<file path="src/rtl/types.sv">
// Flit layout and checksum constants for the router tail.
// The checksum byte is recomputed as the flit leaves the router.
package types;

  localparam int DEST_W = 8;
  localparam int DATA_W = 16;
  localparam int CSUM_W = 8;

  localparam logic [CSUM_W-1:0] CSUM_SEED = 8'h5A;

  typedef struct packed {
    logic [DEST_W-1:0] dest;
    logic [DATA_W-1:0] payload;
    logic [CSUM_W-1:0] csum;
  } flit_t;

endpackage

</file>
<file path="src/rtl/calculate_checksum_comb.sv">
// Overwrites the flit checksum with the seeded XOR
// of the destination and both payload bytes.
module calculate_checksum_comb
  import types::*;
(
  input  flit_t flit_in,
  output flit_t flit_out
);

  logic [CSUM_W-1:0] sum;

  assign sum = CSUM_SEED
             ^ flit_in.dest
             ^ flit_in.payload[15:8]
             ^ flit_in.payload[7:0];

  always_comb begin
    flit_out      = flit_in;
    flit_out.csum = sum;
  end

endmodule

</file>
<file path="src/rtl/noc_flit_merge.sv">
// Merges the system channel and N normal channels into one
// registered, checksummed output stream.
module noc_flit_merge
  import types::*;
#(
  parameter int NUM_NORMAL   = 2,
  parameter int STARVE_LIMIT = 8
) (
  input  logic                  nocclk,
  input  logic                  rst,
  input  flit_t                 in_system_flit,
  input  logic                  in_system_flit_valid,
  output logic                  in_system_flit_ready,
  input  flit_t                 in_normal_flit [NUM_NORMAL],
  input  logic [NUM_NORMAL-1:0] in_normal_flit_valid,
  output logic [NUM_NORMAL-1:0] in_normal_flit_ready,
  output flit_t                 out_flit,
  output logic                  out_flit_valid,
  input  logic                  out_flit_ready
);

  localparam int PW =
    (NUM_NORMAL > 1) ? $clog2(NUM_NORMAL) : 1;
  localparam int SW =
    (STARVE_LIMIT > 0) ? $clog2(STARVE_LIMIT + 1) : 1;

  localparam logic [PW-1:0] LAST  = PW'(NUM_NORMAL - 1);
  localparam logic [SW-1:0] LIMIT = SW'(STARVE_LIMIT);

  // First valid index at or after ptr, wrapping.
  function automatic logic [PW-1:0] rr_pick(
    input logic [NUM_NORMAL-1:0] v,
    input logic [PW-1:0]         ptr
  );
    logic [PW-1:0] pick;
    int            idx;
    pick = ptr;
    for (int k = NUM_NORMAL - 1; k >= 0; k--) begin
      idx = (int'(ptr) + k) % NUM_NORMAL;
      if (v[idx]) pick = PW'(idx);
    end
    return pick;
  endfunction

  logic [PW-1:0]         rr_ptr;
  logic [PW-1:0]         win;
  logic [SW-1:0]         streak;
  logic                  load;
  logic                  accept;
  logic                  any_norm;
  logic                  guard;
  logic                  sys_grant;
  logic                  norm_grant;
  logic                  any_grant;
  logic                  sys_xfer;
  logic                  norm_xfer;
  logic [NUM_NORMAL-1:0] norm_onehot;
  flit_t                 sel_flit;
  flit_t                 csum_flit;

  assign load     = !out_flit_valid || out_flit_ready;
  assign accept   = load && !rst;
  assign any_norm = |in_normal_flit_valid;
  assign win      = rr_pick(in_normal_flit_valid, rr_ptr);

  assign guard = (STARVE_LIMIT != 0)
              && (streak == LIMIT)
              && any_norm;

  assign sys_grant  = in_system_flit_valid && !guard;
  assign norm_grant = any_norm && !sys_grant;
  assign any_grant  = sys_grant || norm_grant;

  assign sys_xfer  = sys_grant && accept;
  assign norm_xfer = norm_grant && accept;

  always_comb begin
    norm_onehot = '0;
    for (int i = 0; i < NUM_NORMAL; i++) begin
      norm_onehot[i] = norm_grant && (win == PW'(i));
    end
  end

  assign in_system_flit_ready = sys_xfer;
  assign in_normal_flit_ready =
    norm_onehot & {NUM_NORMAL{accept}};

  always_comb begin
    sel_flit = '0;
    unique case (1'b1)
      sys_grant:  sel_flit = in_system_flit;
      norm_grant: sel_flit = in_normal_flit[win];
      default:    sel_flit = '0;
    endcase
  end

  calculate_checksum_comb u_csum (
    .flit_in  (sel_flit),
    .flit_out (csum_flit)
  );

  always_ff @(posedge nocclk) begin
    if (rst) begin
      out_flit_valid <= 1'b0;
      out_flit       <= '0;
    end else if (load) begin
      out_flit_valid <= any_grant;
      if (any_grant) out_flit <= csum_flit;
    end
  end

  always_ff @(posedge nocclk) begin
    if (rst) begin
      rr_ptr <= '0;
    end else if (norm_xfer) begin
      rr_ptr <= (win == LAST) ? '0 : win + PW'(1);
    end
  end

  // Idle normals reset the streak so the guard only
  // counts system grants made against real contention.
  always_ff @(posedge nocclk) begin
    if (rst) begin
      streak <= '0;
    end else if (norm_xfer || !any_norm) begin
      streak <= '0;
    end else if (sys_xfer && streak != LIMIT) begin
      streak <= streak + SW'(1);
    end
  end

endmodule

</file>
<file path="config.mk">
export PLATFORM = sky130hd
export DESIGN_NAME = noc_flit_merge
export DESIGN_NICKNAME = d
export VERILOG_FILES = /design/src/rtl/types.sv /design/src/rtl/calculate_checksum_comb.sv /design/src/rtl/noc_flit_merge.sv
export SDC_FILE = /design/constraint.sdc
export NUM_CORES = 1
export LEC_CHECK = 0
export BUFFER_PORTS_ARGS = -buffer_cell sky130_fd_sc_hd__buf_2
export CORE_AREA = 2 2 64 96
export CTS_CLUSTER_DIAMETER = 150
export DETAILED_ROUTE_END_ITERATION = 12
export DIE_AREA = 0 0 66 98
export PLACE_DENSITY = 0.82
export SETUP_SLACK_MARGIN = 0.5
export SLEW_MARGIN = 5
export SYNTH_ARGS = -nofsm -noshare
export SYNTH_HDL_FRONTEND = slang
export SYNTH_SLANG_ARGS = --single-unit
</file>
<file path="constraint.sdc">
create_clock -name nocclk -period 6.5 [get_ports nocclk]
set_input_delay 1.3 -clock nocclk [delete_from_list [all_inputs] [get_ports nocclk]]
set_output_delay 1.3 -clock nocclk [all_outputs]
set_load 0.01 [all_outputs]
</file>
==> summary.txt <==
Synth Instances: 299
First-pass GRT wire length: 10.6 mm
Clock buffer count from CTS: 5
Final setup viols: 0
Relative slew slack: 38.4%
# port buffers: 113
I/O pins: 138
Fin Setup TNS: 0 ns
Most frequent cells in the layout: 113 x buf_2, 46 x nor2_1, 38 x dfxtp_1
Leakage: 1.52 nW
Placed cell count: 460
Worst setup SP type: input pin
RSZ-0062 raised after global routing: no
Overflow after GRT: 0
Core area: 5700 sq um
Worst EP arrival: 2.86 ns
Mapped cell area: 2470 sq um
Sequential cell area: 761 sq um
Effective utilization at floorplan: 43.3%
Post-synth top area cell: dfxtp_1
Critical Path Sink: in_normal_flit_ready[1]
Clk_skew: 0.00438 ns
Finished Core Util: 54.9%
Async SR Flop Fraction: 0%
End of the worst register-to-register path: out_flit[2]
Post-synth EDFFs: 0
Synth area leaders: dfxtp_1 31%, nor2_1 7.1%, a211oi_1 6.1%
Largest net degree at the start of global routing: 39
Hold Crit Class: reg -> reg
Non-filler cells, final: 467
Detailed Place HPWL: 5.30 mm
Critical path startpoint: in_normal_flit_valid[1]
Commonest non-fill, non-tap cell in the layout: buf_2
Final WL: 6.88 mm
Multi-input gate area: 1510 sq um
First-pass detailed-route iteration total: 4
Area share of the largest cell type after synthesis: 30.8%
CTS Buffer Depth: 2
Avg Synthesized Cell Area: 8.26 sq um
Sw Pwr: 0.200 mW
MaxCap Viol Count: 0
Overall routing resource usage: 20.9%
Number of remaining DRC errors: 0
Htree depth: 2
Tmin final: 4.16 ns
Status: finished clean
Hold buffers post-CTS: 0
Vias in the first global route: 2252
F_max: 240 MHz
Cell-internal power: 0.470 mW
CTS root buf: clkbuf_8
Die height: 98 um
Kind of critical path: in -> out
Die Width: 66 um
Initial DRC Count: 128
Cell variety after synth: 47
Initial antenna violation count: 0
Max IR drop VDD: 103 uV
Part of the Yosys area used for sequential elements: 30.8%
Flop-to-flop setup slack: 3.71 ns
Comb pwr share: 29.6%
Post-CTS sizing: 0
Clock slew at reported path FFs: 0.07 ns
Sw Ratio: 29.8%
Final ANT Viol Nets: 0
Worst Path Required: 5.20 ns
Final period util: 64.1%
Vias/cell: 5.30
Pins Over Slew Limit: 0
Share of layout cells above drive strength 1: 36.7%
Fillers: 547
Routability cong.: 0.769
Clk_lat worst skew: 0.28 ns
Setup ws final: 2.34 ns
Post-Syn Nets: 403
Via count: 2474
Area growth from synthesis to layout: 26.6%
CTS tree: built
Diodes inserted: 0
Crit. End Element: output port
PD cells: 214 nW/um^2
R2r startpoint: streak[0]
Worst-Margin Slew: 0.924 ns
Fin. Hold Viols: 0
Synth warn: 0
Clock sinks: 38
Wire length per cell: 14.7 um
Layout Nets: 499
Die footprint: 6470 sq um
Postcts setup bufs: 0
Seq pwr share: 40.3%
Worst reg-to-reg path cell count: 8
FF+latch count, synth: 38
Maximum fanout along the worst path: 21
Ys flop type: dfxtp_1
Row cnt: 34
Setup Slack @ Placement: 2.35 ns
Clock Power Share: 30.1%
==> state kept, by name, summed over array words and instances, names as in the netlist <==
name	cells
out_flit_valid	1
out_flit	32
rr_ptr	1
streak	4
==> critical path: stages <==
cell and delay (ns):
buf_2 0.11, nor2b_4 0.44, a21o_1 0.60, and3_1 0.27
buf_2 0.13
==> per-layer routing <==
metal  wire [um]  track usage [%]  up-vias  part of all wire (%)
met5           0                0        -                     0
met4          65             5.34        0                  0.94
met3         473             3.46        7                   6.9
met2        3600             41.0      111                    52
met1        2750             22.2     1117                    40
li1            -                -     1239                     -
==> cell families (layout without fill, tap and decap cells) <==
family                   count (synthesis)  after routing  synth area share (%)
multiplexers                             6              6                  2.58
adder cells (fa/ha/maj)                  2              2                  1.01
AND/OR/NAND/NOR                        112            112                  23.2
XOR/XNOR                                11             11                  6.13
buffers and inverters                   46            142                  8.05
AO/OA/AOI/OAI                           84             84                  28.3
flip-flops                              38             38                  30.8
==> area by class of cell <==
class | count | share of cell area, %
Clock inverter | 1 | 0.960
Multi-Input combinational cell | 215 | 48.4
Timing Repair Buffer | 114 | 18.3
Sequential cell | 38 | 24.3
Inverter | 21 | 2.52
Clock buffer | 6 | 2.64
Tap cell | 72 | 2.88
==> power by group through the flow <==
stage	registers, mW	clock network (mW)	logic, mW
after global placement	0.275	0	0.195
after CTS	0.270	0.207	0.200
after global routing	0.273	0.219	0.216
after floorplan	0.283	0	0.123
final	0.270	0.202	0.198
after detailed placement	0.276	0	0.199
==> metrics by stage <==
stage / hold WS [ns] / instance area [sq um] / total power [mW]
4_1_cts: 0.462 / 3130 / 0.677
6_report: 0.458 / 3130 / 0.670
2_1_floorplan: 0.481 / 2470 / 0.406
5_1_grt: 0.490 / 3130 / 0.709
3_3_place_gp: 0.444 / 3020 / 0.470
3_5_place_dp: 0.450 / 3020 / 0.475
==> cell usage after synthesis (3+ instances only) <==
| cell type | instances |
|---|---|
| a21oi_1 | 8 |
| o211ai_1 | 3 |
| clkbuf_1 | 14 |
| buf_2 | 6 |
| o32ai_1 | 4 |
| mux2i_1 | 3 |
| buf_4 | 3 |
| o32ai_2 | 4 |
| mux2_1 | 3 |
| nor2_1 | 47 |
| xor2_1 | 6 |
| and3_1 | 3 |
| a211oi_2 | 4 |
| nor2_4 | 4 |
| dfxtp_1 | 38 |
| a2bb2oi_2 | 3 |
| nor2b_1 | 10 |
| a311oi_1 | 3 |
| o21ai_0 | 6 |
| a22o_1 | 8 |
| inv_1 | 21 |
| a211o_1 | 3 |
| nand3b_1 | 8 |
| nor3_1 | 11 |
| a211oi_1 | 20 |
| o21ai_1 | 8 |
| a22oi_1 | 3 |
| xnor3_1 | 4 |
| nand2_1 | 20 |
==> worst min-delay path by stage <==
stage,to,cells after the start,start,slack [ns]
finish,out_flit[15],2,out_flit[15],0.46
floorplan,out_flit[10],2,out_flit[10],0.48
global route,out_flit[13],2,out_flit[13],0.49
CTS,out_flit[10],2,out_flit[10],0.46
detailed placement,out_flit[10],2,out_flit[10],0.45
global placement,out_flit[10],2,out_flit[10],0.44
Power figures use the tool's default switching activity.
